<file path="src/rtl/quiz_round_ctrl.sv">
// rtl/quiz_round_ctrl.sv - two-player quiz round controller: joystick edge events, timed rounds, scoring
module quiz_round_ctrl #(
  parameter int NUM_Q        = 10,
  parameter int ROUND_CYCLES = 1000,
  parameter int PAUSE_CYCLES = 50,
  parameter int WIN_SCORE    = 5
) (
  input  logic       clk,
  input  logic       rst,
  input  logic       start,
  input  logic [3:0] joy_l,
  input  logic [3:0] joy_r,
  input  logic [3:0] ans,
  output logic [3:0] q_idx,
  output logic       q_adv,
  output logic [3:0] score_l,
  output logic [3:0] score_r,
  output logic [1:0] result,
  output logic       lock_l,
  output logic       lock_r,
  output logic [1:0] state,
  output logic       game_over,
  output logic [1:0] winner
);

  localparam int TMAX = (ROUND_CYCLES > PAUSE_CYCLES) ? ROUND_CYCLES : PAUSE_CYCLES;
  localparam int TW   = $clog2(TMAX + 1);
  localparam logic [TW-1:0] ROUND_LOAD = TW'(ROUND_CYCLES - 1);
  localparam logic [TW-1:0] PAUSE_LOAD = TW'(PAUSE_CYCLES - 1);
  localparam logic [3:0]    LAST_Q     = 4'(NUM_Q - 1);
  localparam logic [3:0]    WIN        = 4'(WIN_SCORE);

  typedef enum logic [1:0] {
    S_IDLE  = 2'b00,
    S_ASK   = 2'b01,
    S_PAUSE = 2'b10,
    S_DONE  = 2'b11
  } state_t;

  function automatic logic [3:0] decode(input logic [3:0] j);
    case (j)
      4'b1110: decode = 4'd1;
      4'b1101: decode = 4'd2;
      4'b1011: decode = 4'd3;
      4'b0111: decode = 4'd4;
      default: decode = 4'd0;
    endcase
  endfunction

  state_t          state_q, state_d;
  logic [3:0]      q_idx_q, q_idx_d;
  logic [3:0]      score_l_q, score_l_d, score_r_q, score_r_d;
  logic [1:0]      result_q, result_d;
  logic            lock_l_q, lock_l_d, lock_r_q, lock_r_d;
  logic            q_adv_q, q_adv_d;
  logic            prio_q, prio_d;
  logic [TW-1:0]   timer_q, timer_d;
  logic [3:0]      joy_l_q, joy_r_q;
  logic            joy_vld_q;
  logic            rel_l_q, rel_l_d, rel_r_q, rel_r_d;

  logic [3:0]      ch_l, ch_r;
  logic            ev_l, ev_r, sel_l, sel_r, hit_l, hit_r;

  // A release only counts when it was sampled from the pins, so a direction
  // held through reset never produces an event until it is let go.
  always_comb begin
    ch_l    = decode(joy_l_q);
    ch_r    = decode(joy_r_q);
    rel_l_d = joy_vld_q && (ch_l == 4'd0);
    rel_r_d = joy_vld_q && (ch_r == 4'd0);
    ev_l    = (ch_l != 4'd0) && rel_l_q && !lock_l_q;
    ev_r    = (ch_r != 4'd0) && rel_r_q && !lock_r_q;
    sel_l   = ev_l && (!ev_r || !prio_q);
    sel_r   = ev_r && (!ev_l || prio_q);
    hit_l   = sel_l && (ch_l == ans);
    hit_r   = sel_r && (ch_r == ans);
  end

  always_comb begin
    state_d   = state_q;
    q_idx_d   = q_idx_q;
    score_l_d = score_l_q;
    score_r_d = score_r_q;
    result_d  = result_q;
    lock_l_d  = lock_l_q;
    lock_r_d  = lock_r_q;
    q_adv_d   = 1'b0;
    prio_d    = prio_q;
    timer_d   = timer_q;
    case (state_q)
      S_IDLE, S_DONE: begin
        if (start) begin
          state_d   = S_ASK;
          q_idx_d   = 4'd0;
          score_l_d = 4'd0;
          score_r_d = 4'd0;
          lock_l_d  = 1'b0;
          lock_r_d  = 1'b0;
          timer_d   = ROUND_LOAD;
          q_adv_d   = (state_q == S_DONE);
        end
      end
      S_ASK: begin
        timer_d = timer_q - 1'b1;
        if (ev_l && ev_r) prio_d = ~prio_q;
        if (sel_l && !hit_l) lock_l_d = 1'b1;
        if (sel_r && !hit_r) lock_r_d = 1'b1;
        // Correct answer beats the timeout, which beats the both-wrong outcome.
        if (hit_l || hit_r) begin
          result_d = hit_l ? 2'b01 : 2'b10;
          if (hit_l) score_l_d = (score_l_q == 4'd15) ? 4'd15 : score_l_q + 4'd1;
          if (hit_r) score_r_d = (score_r_q == 4'd15) ? 4'd15 : score_r_q + 4'd1;
          state_d  = S_PAUSE;
          timer_d  = PAUSE_LOAD;
        end else if (timer_q == '0) begin
          result_d = 2'b00;
          state_d  = S_PAUSE;
          timer_d  = PAUSE_LOAD;
        end else if ((sel_l && lock_r_q) || (sel_r && lock_l_q)) begin
          result_d = 2'b11;
          state_d  = S_PAUSE;
          timer_d  = PAUSE_LOAD;
        end
      end
      S_PAUSE: begin
        if (timer_q == '0) begin
          if (score_l_q >= WIN || score_r_q >= WIN || q_idx_q == LAST_Q) begin
            state_d = S_DONE;
          end else begin
            state_d  = S_ASK;
            q_idx_d  = q_idx_q + 4'd1;
            q_adv_d  = 1'b1;
            lock_l_d = 1'b0;
            lock_r_d = 1'b0;
            timer_d  = ROUND_LOAD;
          end
        end else begin
          timer_d = timer_q - 1'b1;
        end
      end
    endcase
  end

  always_ff @(posedge clk) begin
    if (rst) begin
      state_q   <= S_IDLE;
      q_idx_q   <= 4'd0;
      score_l_q <= 4'd0;
      score_r_q <= 4'd0;
      result_q  <= 2'b00;
      lock_l_q  <= 1'b0;
      lock_r_q  <= 1'b0;
      q_adv_q   <= 1'b0;
      prio_q    <= 1'b0;
      timer_q   <= '0;
      joy_l_q   <= 4'b1111;
      joy_r_q   <= 4'b1111;
      joy_vld_q <= 1'b0;
      rel_l_q   <= 1'b0;
      rel_r_q   <= 1'b0;
    end else begin
      state_q   <= state_d;
      q_idx_q   <= q_idx_d;
      score_l_q <= score_l_d;
      score_r_q <= score_r_d;
      result_q  <= result_d;
      lock_l_q  <= lock_l_d;
      lock_r_q  <= lock_r_d;
      q_adv_q   <= q_adv_d;
      prio_q    <= prio_d;
      timer_q   <= timer_d;
      joy_l_q   <= joy_l;
      joy_r_q   <= joy_r;
      joy_vld_q <= 1'b1;
      rel_l_q   <= rel_l_d;
      rel_r_q   <= rel_r_d;
    end
  end

  assign q_idx     = q_idx_q;
  assign q_adv     = q_adv_q;
  assign score_l   = score_l_q;
  assign score_r   = score_r_q;
  assign result    = result_q;
  assign lock_l    = lock_l_q;
  assign lock_r    = lock_r_q;
  assign state     = state_q;
  assign game_over = (state_q == S_DONE);
  assign winner    = (state_q != S_DONE)       ? 2'b00 :
                     (score_l_q > score_r_q)   ? 2'b01 :
                     (score_r_q > score_l_q)   ? 2'b10 : 2'b11;

endmodule

</file>
<file path="config.mk">
export PLATFORM = sky130hd
export DESIGN_NAME = quiz_round_ctrl
export DESIGN_NICKNAME = d
export VERILOG_FILES = /design/src/rtl/quiz_round_ctrl.sv
export SDC_FILE = /design/constraint.sdc
export NUM_CORES = 1
export LEC_CHECK = 0
export BUFFER_PORTS_ARGS = -buffer_cell sky130_fd_sc_hd__buf_2
export CORE_AREA = 8 8 76 78
export CTS_BUF_LIST = sky130_fd_sc_hd__clkbuf_8
export CTS_CLUSTER_DIAMETER = 80
export CTS_CLUSTER_SIZE = 14
export DETAILED_ROUTE_END_ITERATION = 6
export DIE_AREA = 0 0 84 86
export PLACE_DENSITY = 0.78
export SLEW_MARGIN = 20
export SYNTH_ARGS = -nofsm -noshare
export SYNTH_HDL_FRONTEND = slang
export SYNTH_SLANG_ARGS = --single-unit
</file>
<file path="constraint.sdc">
create_clock -name clk -period 2.95 [get_ports clk]
set_input_delay 0.59 -clock clk [delete_from_list [all_inputs] [get_ports clk]]
set_output_delay 0.59 -clock clk [all_outputs]
set_load 0.005 [all_outputs]
</file>
# Word level (Yosys, flattened, before mapping)
# Index checks and enable logic that the tools add are counted.
# Widths: inputs -> output; s select.
dict set report classes {
  order_cmp 4
  n_bitwise 1
  reduce_logical 47
  n_mux 47
  eq_ne 27
  addsub 4
}
# op n
set op_table {}
lappend op_table {{$mux 10} 6}
lappend op_table {{$eq 4x4->1 const B} 9}
lappend op_table {{$mux 4} 9}
lappend op_table {{$pmux 10 s3} 1}
lappend op_table {{$mux 2} 12}
lappend op_table {{$pmux 3 s4} 2}
lappend op_table {{$pmux 4 s2} 3}
lappend op_table {{$reduce_and 4->1} 5}
lappend op_table {{$ne 2x2->1 const B} 9}
lappend op_table {{$logic_and 1x1->1} 15}
lappend op_table {{$add 4x1->4 const B} 3}
lappend op_table {{$logic_not 10->1} 1}
lappend op_table {{$mux 1} 10}
lappend op_table {{$sub 10x1->10 const B} 1}
lappend op_table {{$eq 4x3->1 const B} 2}
lappend op_table {{$eq 4x4->1} 2}
lappend op_table {{$ge 4x3->1 const B} 2}
lappend op_table {{$gt 4x4->1} 2}
lappend op_table {{$logic_not 4->1} 2}
lappend op_table {{$reduce_bool 4->1} 2}
lappend op_table {{$logic_not 1->1} 7}
lappend op_table {{$logic_or 1x1->1} 6}
lappend op_table {{$pmux 1 s3} 2}
lappend op_table {{$pmux 2 s3} 1}
lappend op_table {{12 further kinds} 16}
dict set report totals {
  output_inout_bits 22
  regBits 41
  inputBits 15
  elab_cells 145
}

# Logic depth before layout (Yosys ltp)
dict set report depth {
  depth_word 14
  ltp_mapped 10
  ltp_nobuf 9
}

# Least setup slack after synthesis
# Ideal clock, no wire load.
dict set report synth_path {
  path_kind {register to register}
  startpoint {register timer_q[0]}
  endpoint {register timer_q[9]}
  arrival_time_ps 1987
  slack_ps 860
  required_time_ps 2847
  setup_time_ps 103
  synth_period_minus_slack_ps 2090
  path_stages_with_launch 11
  path_buffers 1
  cell_sequence {dfxtp_1 > inv_1 > ha_1 > nor4b_1 > and4b_1 > clkbuf_1 > nand2_1 > and2_0 > a21oi_1 > nor2_1 > a2111oi_2}
}
dict set report synth_via {
  elab_chain_cells 5
  elab_cells_between_ends 9
  cone_classes {add/sub (1); eq/ne (1); mux (5); reduce/logical (2)}
}
# element line_no
set synth_rtl {}
lappend synth_rtl {{start: declaration} 57} ;# logic [TW-1:0] timer_q, timer_d;
lappend synth_rtl {{start signal: assignment} 172} ;# timer_q <= timer_d;
lappend synth_rtl {{$sub 10x1->10} {105, 139}}
lappend synth_rtl {{$mux 10} 120} ;# end else if ((sel_l && lock_r_q) || (sel_r && lock_l_q)) begin
lappend synth_rtl {{$mux 10} 116} ;# end else if (timer_q == '0) begin
lappend synth_rtl {{$mux 10} 110} ;# if (hit_l || hit_r) begin
lappend synth_rtl {{$pmux 10 s3} 91} ;# case (state_q)
# Several ways; a longest one is shown, not always the timed one.
# A chain may end at the register's enable or synchronous reset.

# Worst setup path after layout
dict set report layout_path {
  startpoint {register score_l_q[1], in the netlist score_l[1]}
  endpoint {output winner[0]}
}
dict set report layout_via {
  elab_chain_cells 4
  elab_cells_between_ends 5
  cone_classes {order compare (2); mux (3)}
}
# element line_no
set layout_rtl {}
lappend layout_rtl {{start: declaration} 52} ;# logic [3:0] score_l_q, score_l_d, score_r_q, score_r_d;
lappend layout_rtl {{start signal: assignment} 165} ;# score_l_q <= score_l_d;
lappend layout_rtl {{$gt 4x4->1} 192} ;# (score_r_q > score_l_q) ? 2'b10 : 2'b11;
lappend layout_rtl {{$mux 1} 192}
lappend layout_rtl {{$mux 2 *} 191} ;# (score_l_q > score_r_q) ? 2'b01 :
lappend layout_rtl {{$mux 2 *} 190} ;# assign winner = (state_q != S_DONE) ? 2'b00 :
lappend layout_rtl {{end: declaration} 23} ;# output logic [1:0] winner
# Mark *: on every way between the ends. The rest lies on a longest branch, timed or not.

==> summary.md <==
| Metric | Value |
|---|---|
| Outcome | `finished, final reports clean` |
| Maximum VDD drop | `a little over 0.5 mV` |
| Final Net Count | `384` |
| Slew Viols, Final | `0` |
| Final setup viols | `0` |
| Fillers | `between 300 and 400` |
| Crit. End Element | `output pin` |
| Number of flops mapped to enable cells by yosys | `0` |
| Commonest cells post-synth | `dfxtp_1, nor2_1, inv_1` |
| Skew final | `0.0101 ns` |
| Skew-Pair Late Insertion Delay | `0.31 ns` |
| Initial antenna violation count | `0` |
| Core footprint | `4600 sq um` |
| Drt initial violations | `162` |
| Top-count cell post-synth | `dfxtp_1` |
| Post-route antenna net violation count | `0` |
| Worst hold slack | `0.438 ns` |
| Synth area leaders | `dfxtp_1, ha_1, a21oi_1` |
| Vias per inst | `roughly 5.9` |
| Area grow syn2layout | `11.6%` |
| Max Clk Rate | `383 MHz` |
| Die area | `7220 sq um` |
| Die X-Extent | `84 microns` |
| CTS tree | `yes` |
| Compound-cell area share of the yosys netlist | `23.3%` |
| Mapped Area | `between 2000 and 3000 sq um` |
| Final Hold Fails | `0` |
| Mux cell area share after synthesis | `1.90%` |
| CTS H-tree depth | `2` |
| Worst min path class | `reg -> reg` |
| Starting density of the core | `57.3%` |
| IO Port Bufs | `36` |
| Design Power | `about 0.0023 W` |
| Num ports | `37` |
| Row Count | `25` |
| Synthesized net count | `353` |
| Hold Buf Count CTS | `0` |
| Clock transition at path regs | `0.09 ns` |
| RSZ-0062 raised after global routing | `false` |
| Rel. slew slack | `57.6%` |
| CTS resizes | `0` |
| Met2 wire len | `3.01 mm` |
| All-Layer GR Usage | `16.6%` |
| Max Cap Viol | `0` |
| YS warnings | `0` |
| Met1 wire length | `2.74 mm` |
| Routed WL | `a little over 6 mm` |
| Req. time, crit path | `2.36 ns` |
| Primary FF master, synth | `dfxtp_1` |
| DR DRC count | `0` |
| Post-synth ARST share | `0%` |
| Average size of a mapped cell | `between 8 and 9 sq um` |
| TritonRoute pass-1 iters | `4` |
| XOR/XNOR Fraction of Synth Area | `roughly 3%` |
| Met3 wire length | `around 250 microns` |
| Die height | `86 microns` |
| Critical path class | `reg -> out` |
| Post-Synth Adder-Cell Area | `9.03%` |
| Vias | `2377` |
| Cell variety after synth | `62` |
| Largest family of logic cells by synthesized area | `simple AND/OR/NAND/NOR gates` |
| Static leakage | `1.24 nW` |
| Post-route setup TNS | `0 ns` |
| Slew @ Worst Pin | `0.636 ns` |
| Final worst path period share | `88.6%` |
| Total global routing overflow | `0` |
| First-pass GRT wire length | `10.1 mm` |
| CTS Buf Count | `5` |
| Simple-gate share of the synthesized area | `25.3%` |
| Crit path max fanout | `6` |
| Area leader, netlist | `dfxtp_1` |
| Share of layout cells above drive strength 1 | `17.9%` |
| # Post-CTS Setup Buffers | `0` |
| Vias in the first global route | `~2200` |
| P per Cell Area | `781 nW/um^2` |
| CP arrival | `around 2.0 ns` |
| Min Tclk post-route | `about 2.6 ns` |
| Seq cells post-synth | `between 40 and 50` |
| Bufs on Longest Clock Path | `2` |
| Setup crit start kind | `flip-flop` |
| DR top layer | `met4` |
| Top-area cell type share of the netlist area | `31.2%` |
| GPL Wtd Cong | `0.871` |
| Pin count of the biggest net entering global routing | `36` |
| Synth Instances | `~320` |
| Post-synthesis sequential area ratio | `a little under a third` |
| WL per Instance | `between 15 and 20 microns` |
| Core Util, Final | `between 60 and 70%` |
| ANT cells | `0` |
| CTS Sinks | `41` |
| Post-DP HPWL | `4.49 mm` |
| CTS root buffer | `clkbuf_8` |
## layout make-up
type	count	area, sq um	share of cell area [%]
multi-input combinational	239	1650	56.0
clock inverter	2	37.5	1.28
timing repair buffer	37	188	6.39
clock buffer	6	82.6	2.81
sequential	41	821	27.9
inverter	26	97.6	3.32
tap	54	67.6	2.30
## kinds of logic (layout without fill, tap and decap cells)
kind of cell | Yosys count | count (layout)
buffers and inverters | 39 | 71
flip-flops | 41 | 41
multiplexers | 5 | 5
XOR/XNOR | 9 | 9
adder cells (fa/ha/maj) | 19 | 19
AND/OR/NAND/NOR | 121 | 121
AO/OA/AOI/OAI | 85 | 85
## per-layer routing
| metal | track usage [%] | vias to the layer above |
|---|---|---|
| li1 | - | 1211 |
| met1 | 19.7 | 1124 |
| met2 | 28.0 | 32 |
| met3 | 4.36 | 10 |
| met4 | 6.12 | 0 |
| met5 | 0 | - |
## per-stage QoR
step                setup WS (ns)  cells  cell area, sq um
floorplan                   0.860    319              2630
finish                      0.337    405              2940
CTS                         0.343    405              2940
global route                0.176    405              2940
detailed placement          0.522    397              2820
global placement            0.578    397              2820
## power breakdown
group | switching [W] | internal (W)
Combinational | 0.000641 | 0.000428
Clock | 0.000208 | 0.000275
Sequential | 0.000102 | 0.000641
Total | 0.000952 | 0.00134
## path summary, 6_finish.rpt
kind / depth (start not counted) / endpoint / slack (ns) / start
worst min-delay path: 2 / rel_r_q / 0.44 / joy_vld_q
worst min register to register: 2 / rel_r_q / 0.44 / joy_vld_q
worst max register to register: 9 / timer_q[8] / 0.56 / timer_q[0]
worst max-delay path: 9 / winner[0] / 0.34 / score_l[1]
## cell usage in the layout, fill, tap and decap left out, types with 5 or more instances in the layout
| master | instances |
|---|---|
| a211oi_1 | 7 |
| a21oi_1 | 24 |
| buf_2 | 36 |
| clkbuf_8 | 6 |
| dfxtp_1 | 41 |
| ha_1 | 19 |
| inv_1 | 26 |
| mux2i_1 | 5 |
| nand2_1 | 20 |
| nand3_1 | 9 |
| nand4b_1 | 10 |
| nor2_1 | 31 |
| nor2b_1 | 6 |
| nor3_1 | 12 |
| o21ai_0 | 15 |
| or2_2 | 8 |
| xnor2_1 | 6 |
## registers in the layout (all words and copies together), names as in the netlist, 2 cells and up
name	flops
joy_l_q	4
joy_r_q	4
q_idx	4
result	2
score_l	4
score_r	4
state	2
timer_q	10
## critical path: stages, from the launching register on
cell and delay (ns):
dfxtp_1 0.44, inv_1 0.12, ha_1 0.32, nor2b_1 0.13, o21ai_0 0.14, nand2b_1 0.07
a21oi_1 0.19, a41oi_1 0.07, nor2b_1 0.12, buf_2 0.12
Note: power is estimated with default switching activity, not from simulation.
